## src/rtl/interrupter_sched.sv

```systemverilog
// Interrupter scheduler for the DRSSTC controller.
// Validates parameter sets from the UART decoder, stages them in a shadow
// bank and commits them to the active bank only at pulse boundaries, then
// generates the burst-modulated interrupter enable for the gate driver.
// Optional feature macro: INTERRUPTER_DUTY_LIMIT_EN (rejects sets whose
// duty exceeds 12.5%, i.e. on_time*8 > period).
module interrupter_sched #(
  parameter int unsigned PAR_W    = 16,
  parameter int unsigned TICK_DIV = 50
) (
  input  logic             clk,
  input  logic             rst_n,
  input  logic             cfg_valid,
  input  logic [PAR_W-1:0] cfg_period,
  input  logic [PAR_W-1:0] cfg_on_time,
  input  logic [PAR_W-1:0] cfg_burst_len,
  input  logic [PAR_W-1:0] cfg_burst_gap,
  input  logic             enable,
  input  logic             fault,
  output logic             cfg_ready,
  output logic             cfg_err,
  output logic             intr_out,
  output logic             busy,
  output logic             fault_latched
);

  localparam int unsigned PRE_W = (TICK_DIV > 1) ? $clog2(TICK_DIV) : 1;
  localparam logic [PRE_W-1:0] PRE_MAX = PRE_W'(TICK_DIV - 1);
`ifdef INTERRUPTER_DUTY_LIMIT_EN
  localparam int unsigned DUTY_W = PAR_W + 3;
`endif

  typedef enum logic [2:0] {
    ST_IDLE  = 3'd0,
    ST_ON    = 3'd1,
    ST_OFF   = 3'd2,
    ST_GAP   = 3'd3,
    ST_FAULT = 3'd4
  } state_t;

  state_t state_q, state_d;

  logic [PRE_W-1:0] pre_q;
  logic             tick;

  logic [PAR_W-1:0] phase_q, phase_d;
  logic [PAR_W-1:0] pulse_q, pulse_d;

  logic [PAR_W-1:0] shd_period_q, shd_on_q, shd_burst_q, shd_gap_q;
  logic [PAR_W-1:0] act_on_q, act_off_q, act_burst_q, act_gap_q;
  logic             cfg_loaded_q;
  logic             pending_q, pending_d;

  logic             set_ok;
  logic             accept;
  logic             take;
  logic             reject;
  logic             commit;
  logic             last_pulse;

  logic             intr_q;
  logic             busy_q;
  logic             fault_latched_q;
  logic             cfg_ready_q;
  logic             cfg_err_q;

  // Free-running timebase prescaler; tick marks its terminal count
  always_ff @(posedge clk or negedge rst_n) begin
    if (!rst_n) begin
      pre_q <= '0;
    end else if (tick) begin
      pre_q <= '0;
    end else begin
      pre_q <= pre_q + PRE_W'(1);
    end
  end

  assign tick = (pre_q == PRE_MAX);

  // Parameter set validation
  always_comb begin
    set_ok = (cfg_period != '0) && (cfg_on_time != '0) &&
             (cfg_on_time < cfg_period) && (cfg_burst_len != '0);
`ifdef INTERRUPTER_DUTY_LIMIT_EN
    if ({cfg_on_time, 3'b000} > DUTY_W'(cfg_period)) begin
      set_ok = 1'b0;
    end
`endif
  end

  assign accept     = cfg_valid & cfg_ready_q;
  assign take       = accept & set_ok;
  assign reject     = accept & ~set_ok;
  assign last_pulse = (pulse_q >= act_burst_q);
  assign pending_d  = take ? 1'b1 : (commit ? 1'b0 : pending_q);

  // Shadow bank captures every accepted set
  always_ff @(posedge clk or negedge rst_n) begin
    if (!rst_n) begin
      shd_period_q <= '0;
      shd_on_q     <= '0;
      shd_burst_q  <= '0;
      shd_gap_q    <= '0;
    end else if (take) begin
      shd_period_q <= cfg_period;
      shd_on_q     <= cfg_on_time;
      shd_burst_q  <= cfg_burst_len;
      shd_gap_q    <= cfg_burst_gap;
    end
  end

  // Active bank; off-time is precomputed here so the phase logic never subtracts
  always_ff @(posedge clk or negedge rst_n) begin
    if (!rst_n) begin
      act_on_q     <= '0;
      act_off_q    <= '0;
      act_burst_q  <= '0;
      act_gap_q    <= '0;
      cfg_loaded_q <= 1'b0;
      pending_q    <= 1'b0;
    end else begin
      pending_q <= pending_d;
      if (commit) begin
        act_on_q     <= shd_on_q;
        act_off_q    <= shd_period_q - shd_on_q;
        act_burst_q  <= shd_burst_q;
        act_gap_q    <= shd_gap_q;
        cfg_loaded_q <= 1'b1;
      end
    end
  end

  // Scheduler state and counter registers
  always_ff @(posedge clk or negedge rst_n) begin
    if (!rst_n) begin
      state_q <= ST_IDLE;
      phase_q <= '0;
      pulse_q <= '0;
    end else begin
      state_q <= state_d;
      phase_q <= phase_d;
      pulse_q <= pulse_d;
    end
  end

  // Next-state logic: fault > enable drop > phase end > commit
  always_comb begin
    state_d = state_q;
    phase_d = phase_q;
    pulse_d = pulse_q;
    commit  = 1'b0;
    if (fault) begin
      state_d = ST_FAULT;
      phase_d = '0;
      pulse_d = '0;
    end else begin
      unique case (state_q)
        ST_IDLE: begin
          if (tick && enable && cfg_loaded_q) begin
            state_d = ST_ON;
            phase_d = PAR_W'(1);
            pulse_d = PAR_W'(1);
          end
        end
        ST_ON: begin
          if (tick) begin
            if (phase_q == act_on_q) begin
              if (enable) begin
                state_d = ST_OFF;
                phase_d = PAR_W'(1);
              end else begin
                state_d = ST_IDLE;
                phase_d = '0;
                pulse_d = '0;
              end
            end else begin
              phase_d = phase_q + PAR_W'(1);
            end
          end
        end
        ST_OFF: begin
          if (tick) begin
            if (!enable) begin
              state_d = ST_IDLE;
              phase_d = '0;
              pulse_d = '0;
            end else if (phase_q == act_off_q) begin
              commit  = pending_q;
              phase_d = PAR_W'(1);
              if (last_pulse && (act_gap_q != '0)) begin
                state_d = ST_GAP;
              end else begin
                state_d = ST_ON;
                pulse_d = last_pulse ? PAR_W'(1) : pulse_q + PAR_W'(1);
              end
            end else begin
              phase_d = phase_q + PAR_W'(1);
            end
          end
        end
        ST_GAP: begin
          if (tick) begin
            if (!enable) begin
              state_d = ST_IDLE;
              phase_d = '0;
              pulse_d = '0;
            end else if (phase_q == act_gap_q) begin
              commit  = pending_q;
              state_d = ST_ON;
              phase_d = PAR_W'(1);
              pulse_d = PAR_W'(1);
            end else begin
              phase_d = phase_q + PAR_W'(1);
            end
          end
        end
        ST_FAULT: begin
          if (!enable) begin
            state_d = ST_IDLE;
          end
        end
        default: begin
          state_d = ST_IDLE;
          phase_d = '0;
          pulse_d = '0;
        end
      endcase
    end
    // A parked scheduler has no pulse in flight, so a staged set may land at once
    if (pending_q && ((state_q == ST_IDLE) || (state_q == ST_FAULT))) begin
      commit = 1'b1;
    end
  end

  // Registered status and drive outputs
  always_ff @(posedge clk or negedge rst_n) begin
    if (!rst_n) begin
      intr_q          <= 1'b0;
      busy_q          <= 1'b0;
      fault_latched_q <= 1'b0;
      cfg_ready_q     <= 1'b1;
      cfg_err_q       <= 1'b0;
    end else begin
      intr_q          <= (state_d == ST_ON);
      busy_q          <= (state_d != ST_IDLE);
      fault_latched_q <= (state_d == ST_FAULT);
      cfg_ready_q     <= ~pending_d;
      cfg_err_q       <= reject;
    end
  end

  // Fault kills the drive without waiting for a clock edge
  assign intr_out      = intr_q & ~fault;
  assign busy          = busy_q;
  assign fault_latched = fault_latched_q;
  assign cfg_ready     = cfg_ready_q;
  assign cfg_err       = cfg_err_q;

endmodule

```

## config.mk

```make
export PLATFORM = sky130hd
export DESIGN_NAME = interrupter_sched
export DESIGN_NICKNAME = d
export VERILOG_FILES = /design/src/rtl/interrupter_sched.sv
export SDC_FILE = /design/constraint.sdc
export NUM_CORES = 1
export LEC_CHECK = 0
export ABC_AREA = 1
export CORE_MARGIN = 2
export CORE_UTILIZATION = 35
export CTS_BUF_LIST = sky130_fd_sc_hd__clkbuf_16
export CTS_CLUSTER_DIAMETER = 80
export CTS_CLUSTER_SIZE = 40
export DETAILED_ROUTE_END_ITERATION = 7
export PLACE_DENSITY_LB_ADDON = 0.15
export SLEW_MARGIN = 20
export SYNTH_ARGS = -nofsm -noshare
export SYNTH_HDL_FRONTEND = slang
export SYNTH_SLANG_ARGS = --single-unit
```

## constraint.sdc

```tcl
create_clock -name clk -period 3.2 [get_ports clk]
set_input_delay 0.8 -clock clk [delete_from_list [all_inputs] [get_ports clk]]
set_output_delay 0.8 -clock clk [all_outputs]
set_load 0.02 [all_outputs]
```

# Word level (Yosys, flattened, before mapping)
# Cells that the tools add are included.
# totals
ff_bits,176
output_inout_bits,5
# op_classes
add_sub_neg,4
bitwise,7
n_mux,51
n_eq_ne,20
order_cmp,2
n_reduce_logical,16
# op_table
op,n
16-bit two-way mux,22
16-bit one-hot mux with 5 select lines,2
16-bit nonzero test,4
16-bit equality test,3
3-bit two-way mux,11
"16-bit by 1-bit adder with 16-bit output, second input constant",2
"3-bit != test, second input constant",6
16-bit >= comparator,1
16-bit less-than comparator,1
16-bit subtractor,1
3-bit one-hot mux with 5 select lines,1
"4-bit != test, second input constant",3
1-bit two-way mux,11
10-bit AND reduction,1
1-bit logical AND,7
"6-bit by 1-bit adder with 6-bit output, second input constant",1
"3-bit by 1-bit equality test with 1-bit output, second input constant",2
"3-bit by 2-bit equality test with 1-bit output, second input constant",2
"3-bit equality test, second input constant",2
"6-bit equality test, second input constant",1
6-bit two-way mux,1
5-bit AND reduction,1
1-bit AND,4
2-bit two-way mux,2
6 further kinds,8

# Depth between registers and ports, before layout
# Gate-level depths: netlist (run 1).
# depth
depth_word,10
ltp_mapped,20

# Worst setup path after synthesis (run 1)
# OpenSTA, ideal clock, no wires.
# synth_path
path_type,input-to-reg
from,in cfg_period[7]
to,reg shd_period_q[10]
t_arrival_ns,2.305
path_buffers,2
setup_time_ns,0.083
cell_stages,12
path_slack_ns,0.812
path_cell_list,inv_1 -> ha_1 -> nand2_1 -> o21a_1 -> a21boi_0 -> o21ai_0 -> nand2_1 -> nand3_1 -> buf_2 -> buf_1 -> nand2_1 -> o21ai_0
# synth_via
elab_chain_len,5
# synth_lines
element,line,rtl
"start, declared",14,"input logic [PAR_W-1:0] cfg_period,"
branches (longest 2 deep; another with 16-bit less-than comparator),--,
1-bit logical AND (*),82,set_ok = (cfg_period != '0) && (cfg_on_time != '0) &&
1-bit logical AND (*),83,(cfg_on_time < cfg_period) && (cfg_burst_len != '0);
1-bit AND (*),92,assign take = accept & set_ok;
"end signal, assigned",105,shd_period_q <= cfg_period;
"end, declared",49,"logic [PAR_W-1:0] shd_period_q, shd_on_q, shd_burst_q, shd_gap_q;"
# Every way passes the cells marked *.
# A chain may end at the register's enable or synchronous reset.

# Final worst setup path (run 1)
# layout_path
from,in fault
to,out intr_out
# layout_via
elab_chain_len,2
# layout_lines
element,line,rtl
"start, declared",19,"input logic fault,"
1-bit NOT,253,assign intr_out = intr_q & ~fault;
1-bit AND,253,
"end, declared",22,"output logic intr_out,"
# No other way between the ends.

==> key figures, run 1 <==
Critical path
  – Critical Path Source Type: input port
  – Crit-path max cell delay: around 0.6 ns
  – Cell family with most CP delay: buffers and inverters
  – Worst EP required: between 2 and 2.5 ns
  – Critical Path AT: between 2 and 2.5 ns
  – CP endpoint kind: output port
  – CP max stage cell: clkdlybuf4s50_1
  – Worst Path Buf+Inv: 2
  – Worst setup path class: input port to output port
  – Critical path, cell by cell: clkdlybuf4s50_1 -> nor2_1 -> clkdlybuf4s50_1
  – Most frequent CP cell: clkdlybuf4s50_1
  – CP max FO: 4

Floorplanning
  – I/O Pins: 74
  – Die height: ~170 microns
  – Die area: around 30000 sq um
  – Core region area: about 29000 sq um
  – Die Wd: between 150 and 200 microns
  – Row cnt: a little over 60
  – Initial core utilization: 0.355

Drt
  – # DRC: 0
  – Post-DRT Antenna Nets: 0
  – Vias per cell: 4.67
  – DR iter-0 viols: between 500 and 600
  – WL per Instance: roughly 14 microns
  – DRT Pass-1 Iters: 5
  – Via Count: between 8000 and 9000
  – Routed WL: 24800 microns

STA
  – Hold WS: between 0.3 and 0.4 ns
  – Number of setup violations in the final report: 0
  – Setup TNS Final: 0 ns
  – Fin crit share: 0.886
  – Worst clock skew: about 0.019 ns
  – Slew headroom: 0.600
  – Slew at the pin closest to its max-slew limit: 0.599 ns
  – RSZ-0062 raised after global routing: false
  – Slew Viols, Final: 0
  – Max Freq: roughly 0.35 GHz
  – Final Hold Viols: 0
  – Crit path time final: 2.83 ns

Place
  – Routability Congestion: 0.859
  – Placed cells: 1721
  – Detailed-placement wirelength estimate: 18500 microns
  – Input/output buffers: 73
  – Area post-placement: 11400 sq um

CTS
  – Hold-fix buffers, CTS: 0
  – Clock transition at path regs: ~0.090 ns
  – Clock Path Buffers: 2
  – H-tree Lvls: 4
  – Clk Latency, worst-skew pair: 0.44 ns
  – Post CTS Setup Buffer Count: 0
  – PostCTS Resize Cnt: 0
  – CTS tree: built
  – CTS root buffer: clkbuf_16
  – CTS Sinks: 176
  – Num CTS Buffers: 17

Logic synthesis
  – Cell variety after synth: 44
  – Share of the synthesized area in the top cell type: 0.430
  – Synth Register Bits: approximately 180
  – Top post-synthesis cells by area: dfrtp_1 (43%), nand2_1 (13%), inv_1 (6.3%)
  – Syn Inst Count: about 1300
  – Syn nets: 1417
  – Sequential fraction of the synthesis area: 0.432
  – Top FF cell, synth: dfrtp_1
  – Cell taking the most area after synthesis: dfrtp_1
  – Fraction of registers with async set/reset: 1.00
  – Mapped cell area: about 10000 sq um
  – Post-synth EDFFs: 0
  – Most common cell in the synthesized netlist: nand2_1
  – Post-synth top cells: nand2_1 (358), dfrtp_1 (175), inv_1 (172)
  – Yosys Warn Count: 0
  – Mean Syn Cell Area: slightly below 8 sq um

Finish
  – FF/Latch Area: roughly 4400 sq um
  – Fill count: ~3000
  – # nets final: between 1000 and 1500
  – Antenna diodes: 0
  – P&R area growth vs syn: 17.8%
  – Share of post-route cells with drive strength above 1: 0.0723
  – Finished Layout Cells: ~1800
  – Final Util: 0.418
  – Final instance area: between 10000 and 15000 sq um
  – Multi-input logic area: approximately 4800 sq um

Power and ir drop
  – Clk pwr share: 0.229
  – VDD IR max: just under 0.0004 V
  – Sw Pwr: just under 4000 uW
  – Comb pwr share: 0.391
  – P per Cell Area: ~790 nW/um^2
  – Flop pwr share: 0.379
  – Switching part of the total: 0.408
  – Internal power: 5610 uW
  – Pleak: 0.00580 uW

Global routing
  – Largest net degree at the start of global routing: between 60 and 70
  – Overflow after GRT: 0
  – Total track usage: 0.171
  – Initial antenna violation count: 0
  – First-pass GRT wire length: between 40000 and 50000 microns
  – Vias in the first global route: around 8000

Worst hold path
  – Hold Crit Class: input port to asynchronous set/reset pin

Job
  – Total of max-cap violations: 0

Outcome
  – Status: finished, final reports clean
kinds of logic after synthesis:
family,share of synthesized area
adders and majority gates,0.0634
xor gates and xnor gates,0.0653
and+or+nand+nor,0.239
AOI/OAI and AO/OA,0.106
DFF,0.432
buffers and inverters,0.0943
sequential cells by signal, indices dropped and copies added (netlist names):
register	flops
act_burst_q	16
phase_q	16
shd_gap_q	16
shd_burst_q	16
pre_q	6
pending_q	1
shd_on_q	16
act_off_q	16
state_q	3
act_on_q	16
cfg_loaded_q	1
shd_period_q	16
intr_q	1
busy	1
cfg_ready	1
pulse_q	16
act_gap_q	16
cfg_err	1
fault_latched	1
metal layers:
layer	part of all wire	global-route usage	wire length, microns	vias to the layer above
li1	-	-	-	4278
met1	0.53	0.256	13200	3753
met2	0.42	0.255	10500	126
met3	0.033	0.0292	811	29
met4	0.015	0.0469	363	0
met5	0	0	0	-
area by class of cell:
class	instances	share of cell area
Multi-Input combinational cell	888	0.403
Sequential cell	176	0.367
Timing Repair Buffer	92	0.0812
Inverter	181	0.0566
Tap cell	384	0.0400
Clock buffer	17	0.0355
Clock inverter	15	0.0167
power by group through the flow:
stage	clock, uW	combinational, uW	sequential (uW)
2_1_floorplan	0	2820	3450
3_3_place_gp	0	3670	3640
3_5_place_dp	0	3750	3630
4_1_cts	2230	3770	3590
5_1_grt	2320	4350	3700
6_report	2170	3710	3590
worst reg2reg max path: cells and delay by family, from the launching register on:
family | cells | cell delay [ns]
AO/OA/AOI/OAI | 1 | 0.14
buffers and inverters | 2 | 0.48
flip-flops | 1 | 0.60
AND/OR/NAND/NOR | 8 | 1.27
worst paths after layout:
kind	startpoint	endpoint	slack, ns	cells past startpoint
max	fault	intr_out	0.37	3
min	rst_n	shd_burst_q[12]$_DFFE_PN0P_	0.32	1
max reg2reg	phase_q[2]$_DFFE_PN0P_	act_on_q[11]$_DFFE_PN0P_	0.59	11
min reg2reg	shd_gap_q[9]$_DFFE_PN0P_	act_gap_q[9]$_DFFE_PN0P_	0.48	2
max in group asynchronous	rst_n	act_off_q[7]$_DFFE_PN0P_	2.04	3
min in group clk	shd_gap_q[9]$_DFFE_PN0P_	act_gap_q[9]$_DFFE_PN0P_	0.48	2
cell usage in the layout (no fill, tap or decap), types with 3 or more instances in the layout:
cell type and instances:
o21ai_0 119, nor2_2 6, o21ai_2 9, or2_2 6
clkdlybuf4s50_1 72, nand2_2 5, clkinv_8 6, ha_1 50
xnor2_1 38, nor4_1 17, nand2_1 358, a21o_1 3
o21ai_1 9, nand3_1 43, buf_4 11, inv_1 172
o22ai_1 3, a21oi_2 3, clkbuf_16 17, nor3_1 16
nand4_1 41, buf_12 8, nor2_1 63, a21oi_1 38
o21a_1 3, inv_2 9, xor2_1 38, inv_8 4
dfrtp_1 175
stage by stage:
step           power [uW]  setup slack (ns)
6_report             9480             0.365
5_1_grt             10400             0.315
4_1_cts              9590             0.363
3_5_place_dp         7390            0.0888
3_3_place_gp         7320             0.123
2_1_floorplan        6270             0.812
No activity file was read; power rests on OpenSTA's default activity.
==> run 2, diff against run 1 <==
--- a/constraint.sdc
+++ b/constraint.sdc
@@ -3,2 +3,2 @@
 set_output_delay 0.8 -clock clk [all_outputs]
-set_load 0.02 [all_outputs]
+set_load 0.1 [all_outputs]
==> key figures, run 2 (synthesis gave the netlist of run 1 again) <==
CTS
  – H-tree Lvls: 4 (unchanged)
  – PostCTS Resize Cnt: 0 (unchanged)
  – CTS tree: built
  – Num CTS Buffers: 17 (unchanged)
  – CTS root buffer: clkbuf_16
  – Post CTS Setup Buffer Count: 0 (unchanged)
  – Clk Latency, worst-skew pair: 0.43 ns (about the same)
  – Clock Path Buffers: 2 (unchanged)
  – Hold-fix buffers, CTS: 0 (unchanged)
  – Clock transition at path regs: 0.08 ns (about the same)
  – CTS Sinks: 176 (unchanged)

STA
  – Number of setup violations in the final report: 0 (unchanged)
  – Slew headroom: 0.602 (+0.00121)
  – Max Freq: 0.377 GHz (+6.8%)
  – Final Hold Viols: 0 (unchanged)
  – Slew Viols, Final: 0 (unchanged)
  – Setup TNS Final: 0 ns (unchanged)
  – Crit path time final: 2.65 ns (-0.181 ns)
  – Worst clock skew: 0.0136 ns (-0.00559 ns)
  – Slew at the pin closest to its max-slew limit: 0.598 ns (-0.00182 ns)
  – RSZ-0062 raised after global routing: false
  – Fin crit share: 0.829 (-0.0565)

Drt
  – DRT Pass-1 Iters: 4 (-1)
  – Post-DRT Antenna Nets: 0 (unchanged)
  – DR iter-0 viols: 507 (-4.3%)
  – Via Count: 8252 (+0.81%)
  – Routed WL: 24800 microns (-0.32%)
  – Vias per cell: 4.71 (+0.81%)
  – WL per Instance: 14.1 microns (-0.32%)
  – # DRC: 0 (unchanged)

Critical path
  – Critical Path Source Type: input port
  – Worst EP required: 3.51 ns (+1.11 ns)
  – CP max FO: 65 (+61)
  – Worst setup path class: input port to flop
  – R2R depth: 11 (unchanged)
  – Crit-path max cell delay: 0.47 ns (-0.13 ns)
  – Reg-to-Reg End: act_on_q[5]$_DFFE_PN0P_
  – RR Startpoint: phase_q[2]$_DFFE_PN0P_
  – Critical Path AT: 2.96 ns (+0.93 ns)
  – CP max stage cell: clkdlybuf4s50_1
  – Flop-to-flop setup slack: 0.67 ns (+0.08 ns)
  – Critical path, cell by cell: clkdlybuf4s50_1 -> inv_1 -> ha_1 -> a21oi_1 -> o21a_1 -> a21boi_0 -> o21ai_0 -> nand2_1 -> nand3_4 -> buf_12 -> nand2_1 -> o21ai_0
  – CP endpoint kind: flop

Global routing
  – First-pass GRT wire length: 42500 microns (+1.7%)
  – Overflow after GRT: 0 (unchanged)
  – Total track usage: 0.172 (+0.00110)
  – Initial antenna violation count: 0 (unchanged)
  – Vias in the first global route: 8206 (+2.8%)
  – Largest net degree at the start of global routing: 66 (unchanged)

Floorplanning
  – Die area: 30500 sq um (unchanged)
  – Row cnt: 62 (unchanged)
  – Core region area: 28700 sq um (unchanged)
  – Die height: 175 microns (unchanged)
  – Die Wd: 175 microns (unchanged)
  – Initial core utilization: 0.355 (unchanged)
  – I/O Pins: 74 (unchanged)

Place
  – Input/output buffers: 73 (unchanged)
  – Placed cells: 1721 (unchanged)
  – Routability Congestion: 0.860 (about the same)
  – Detailed-placement wirelength estimate: 18600 microns (+0.24%)

Worst hold path
  – Hold Crit Class: input port to asynchronous set/reset pin

Power and ir drop
  – P per Cell Area: 788 nW/um^2 (-0.23%)
  – VDD IR max: 0.000364 V (-7.1%)
  – Pleak: 0.00579 uW (-0.13%)

Outcome
  – Status: finished, final reports clean

Finish
  – Share of post-route cells with drive strength above 1: 0.0745 (+0.00219)
  – Finished Layout Cells: 1753 (unchanged)
  – Commonest non-fill, non-tap cell in the layout: nand2_1
  – P&R area growth vs syn: 17.1%
  – # nets final: 1476 (unchanged)
  – Antenna diodes: 0 (unchanged)
  – Fill count: 3002 (-0.37%)
  – Most frequent cells in the layout: nand2_1 (358), dfrtp_1 (175), inv_1 (173)

Job
  – Total of max-cap violations: 0 (unchanged)
==> run 2: worst max-delay path by stage <==
stage | depth (start not counted) | start | to | slack [ns]
floorplan | 1 | fault | intr_out | 0.35
global placement | 12 | cfg_period[7] | shd_burst_q[5]$_DFFE_PN0P_ | 0.13
detailed placement | 12 | cfg_period[7] | shd_burst_q[2]$_DFFE_PN0P_ | 0.09
CTS | 12 | cfg_period[7] | shd_burst_q[2]$_DFFE_PN0P_ | 0.57
global route | 12 | cfg_period[5] | shd_burst_q[10]$_DFFE_PN0P_ | 0.36
finish | 12 | cfg_period[7] | shd_burst_q[2]$_DFFE_PN0P_ | 0.55
==> run 2: area by class of cell <==
type / instances / area (sq um) / area share
sequential: 176 / 4410 / 0.369
clock inverter: 15 / 145 / 0.0122
clock buffer: 17 / 425 / 0.0357
timing repair buffer: 92 / 962 / 0.0806
inverter: 181 / 679 / 0.0569
multi-input combinational: 888 / 4830 / 0.405
tap: 384 / 480 / 0.0403
==> run 2: power by group <==
group	leakage (uW)	internal, uW	switching (uW)	total (uW)
sequential	0.00224	3040	566	3600
clock	0.000287	1040	998	2040
combinational	0.00327	1480	2280	3760
==> run 2: stage by stage <==
step	setup slack (ns)	hold slack, ns	util	area [sq um]	power (uW)
global route	0.362	0.389	0.416	11900	10300
detailed placement	0.0944	0.473	0.396	11400	7440
CTS	0.566	0.358	0.416	11900	9520
finish	0.546	0.344	0.416	11900	9400
floorplan	0.347	0.446	-	10200	6330
global placement	0.130	0.469	0.396	11400	7370
==> run 2: layer usage <==
metal  GRT usage  up-vias  part of all wire
met2       0.265      127              0.43
met4      0.0444        0             0.013
met1       0.256     3824              0.53
li1            -     4282                 -
met3      0.0226       19             0.027
met5           0        -                 0
==> run 2: critical path: cells and delay by family <==
| family | cells | cell delay [ns] |
|---|---|---|
| AO/OA/AOI/OAI | 5 | 0.74 |
| adder cells (fa/ha/maj) | 1 | 0.30 |
| AND/OR/NAND/NOR | 3 | 0.35 |
| buffers and inverters | 3 | 0.74 |
==> run 3, diff against run 2 <==
- clock period: 3.2 -> 2.1 ns (I/O delays scaled with it)
==> key figures, run 3 (synthesis gave the netlist of run 1 again) <==
STA
  – Hold WS: 0.389 ns (+0.0452 ns)
  – Crit path time final: 2.16 ns
  – Max Freq: roughly 0.46 GHz
  – Slew headroom: 0.762 (+0.160)
  – Slew at the pin closest to its max-slew limit: 0.354 ns (-0.244 ns)
  – Setup TNS Final: -0.361 ns (-0.361 ns)
  – Number of setup violations in the final report: 14 (+14)
  – Worst clock skew: 0.0125 ns (-0.00111 ns)
  – Slew Viols, Final: 0 (unchanged)
  – Fin crit share: 1.03
  – Fin worst setup slack: -0.0569 ns (-0.603 ns)
  – Final Hold Viols: 0 (unchanged)
  – RSZ-0062 raised after global routing: true

Critical path
  – CP endpoint kind: flop
  – Crit-path max cell delay: 0.42 ns (-0.05 ns)
  – R2R depth: 13 (+2)
  – Worst setup path class: flop to flop
  – Worst Path Buf+Inv: 5 (+2)
  – Critical Path Source Type: flop
  – Critical Path AT: 2.46 ns (-0.50 ns)
  – Worst EP required: 2.41 ns (-1.10 ns)
  – RR Startpoint: phase_q[14]$_DFFE_PN0P_
  – Critical path, cell by cell: buf_4 -> xor2_1 -> a21oi_2 -> nand4_1 -> nor2_2 -> buf_6 -> o211ai_2 -> nand2_4 -> buf_4 -> buf_6 -> buf_8 -> nand2_1 -> o21ai_0
  – Cell family with most CP delay: buffers and inverters
  – Flop-to-flop setup slack: -0.06 ns (-0.73 ns)
  – CP max FO: 12 (-82%)
  – Reg-to-Reg End: act_on_q[13]$_DFFE_PN0P_
  – CP max stage cell: dfrtp_1

CTS
  – CTS root buffer: clkbuf_16
  – CTS Sinks: 176 (unchanged)
  – Clock transition at path regs: 0.07 ns (about the same)
  – H-tree Lvls: 4 (unchanged)
  – Clk Latency, worst-skew pair: 0.44 ns (about the same)
  – CTS tree: built
  – Clock Path Buffers: 2 (unchanged)
  – Num CTS Buffers: 17 (unchanged)

Floorplanning
  – Initial core utilization: 0.355 (unchanged)
  – Die Wd: 175 microns (unchanged)
  – I/O Pins: 74 (unchanged)
  – Row cnt: 62 (unchanged)
  – Die height: 175 microns (unchanged)
  – Core region area: 28700 sq um (unchanged)
  – Die area: 30500 sq um (unchanged)

Worst hold path
  – Hold path startpoint: cfg_on_time[6]
  – Worst hold stages: 3
  – Worst Hold Path EP: shd_on_q[6]$_DFFE_PN0P_
  – Hold Crit Class: input port to flop

Place
  – Pre-CTS setup slack: -0.776 ns (-0.870 ns)
  – Routability Congestion: 0.859 (about the same)
  – Detailed-placement wirelength estimate: 19600 microns (+5.5%)
  – Input/output buffers: 73 (unchanged)

Finish
  – Most frequent cells in the layout: nand2_1 (326), buf_4 (171), dfrtp_1 (166)
  – Fill count: 2837 (-5.5%)
  – Share of post-route cells with drive strength above 1: 0.256 (+0.181)
  – Final Util: 0.495 (+0.0791)
  – Commonest non-fill, non-tap cell in the layout: nand2_1
  – Antenna diodes: 0 (unchanged)
  – P&R area growth vs syn: 39.4%
  – # nets final: 1658 (+12%)

Power and ir drop
  – P per Cell Area: 1130 nW/um^2 (+43%)
  – Pleak: 0.00702 uW (+21%)
  – VDD IR max: 0.000709 V (+95%)

Job
  – Total of max-cap violations: 0 (unchanged)

Global routing
  – First-pass GRT wire length: 45400 microns (+6.7%)
  – Total track usage: 0.186 (+0.0135)
  – Overflow after GRT: 0 (unchanged)
  – Initial antenna violation count: 0 (unchanged)
  – Vias in the first global route: 8837 (+7.7%)
  – Largest net degree at the start of global routing: 45 (-32%)

Drt
  – Routed WL: 28100 microns (+14%)
  – Post-DRT Antenna Nets: 0 (unchanged)
  – # DRC: 0 (unchanged)
  – DRT Pass-1 Iters: 5 (+1)
  – Via Count: 9070 (+9.9%)
  – DR iter-0 viols: 455 (-10%)
  – Vias per cell: 4.69 (-0.27%)
  – WL per Instance: 14.6 microns (+3.1%)

Outcome
  – Status: finished, violations left
  – Failing checks: setup timing
run 3: cell types whose count changed in the layout (fill, tap and decap cells not counted), sizes merged, moves of 7 or more:
cell and delta:
clkdlybuf4s50 -26, dlymetal6s2s +7, buf +172, clkbuf +9, inv -8, dlygate4sd2 +16
run 3: per-stage QoR:
| stage | cell area, sq um | std cells | total power (uW) |
|---|---|---|---|
| 3_3_place_gp | 12400 | 1853 | 11600 |
| 2_1_floorplan | 10200 | 1297 | 9650 |
| 6_report | 14200 | 1932 | 16000 |
| 4_1_cts | 13500 | 1909 | 15500 |
| 5_1_grt | 14200 | 1932 | 17400 |
| 3_5_place_dp | 12400 | 1853 | 11800 |
run 3: metal layers:
metal | vias up | wire length [microns] | global-route usage
met5 | - | 0 | 0
met2 | 132 | 12900 | 0.290
met1 | 4255 | 14000 | 0.270
met4 | 0 | 323 | 0.0458
li1 | 4662 | - | -
met3 | 21 | 833 | 0.0305
run 3: repair_timing:
action | 4_1_cts | 5_1_grt
endpoints found under the setup margin | 116 | 159
gates resized for setup | 67 | 135
hold buffers | 1 | 0
pin swaps | 24 | 41
buffers inserted | 20 | 15
endpoints found under the hold margin | 26 | 0
cloned | 6 | 9
run 3: layout make-up:
class	count	area (sq um)	area share
Tap cell	384	480	0.0338
Timing Repair inverter	1	8.76	0.000617
Timing Repair Buffer	272	2650	0.187
Sequential cell	176	4420	0.311
Multi-Input combinational cell	889	5370	0.378
Clock inverter	12	160	0.0113
Clock buffer	17	425	0.0300
Inverter	181	694	0.0489
run 3: worst min-delay path: stages:
cell and delay [ns]:
clkbuf_2 0.13, inv_1 0.06, o21ai_0 0.07
run 3: power by group:
part	total [uW]	switching, uW	internal, uW
clock network	3280	1410	1860
logic	7280	3970	3310
registers	5490	859	4630
total	16000	6240	9800
run 3: worst max path at each step:
stage / startpoint / to / slack [ns] / cells after the start
2_1_floorplan: cfg_period[7] / shd_burst_q[0]$_DFFE_PN0P_ / -0.01 / 12
3_3_place_gp: cfg_period[7] / shd_burst_q[4]$_DFFE_PN0P_ / -0.73 / 12
3_5_place_dp: cfg_period[7] / shd_burst_q[13]$_DFFE_PN0P_ / -0.78 / 12
4_1_cts: cfg_period[9] / shd_burst_q[14]$_DFFE_PN0P_ / 0.002 / 12
5_1_grt: pulse_q[5]$_DFFE_PN0P_ / pulse_q[13]$_DFFE_PN0P_ / -0.20 / 18
6_report: phase_q[14]$_DFFE_PN0P_ / act_on_q[13]$_DFFE_PN0P_ / -0.06 / 13
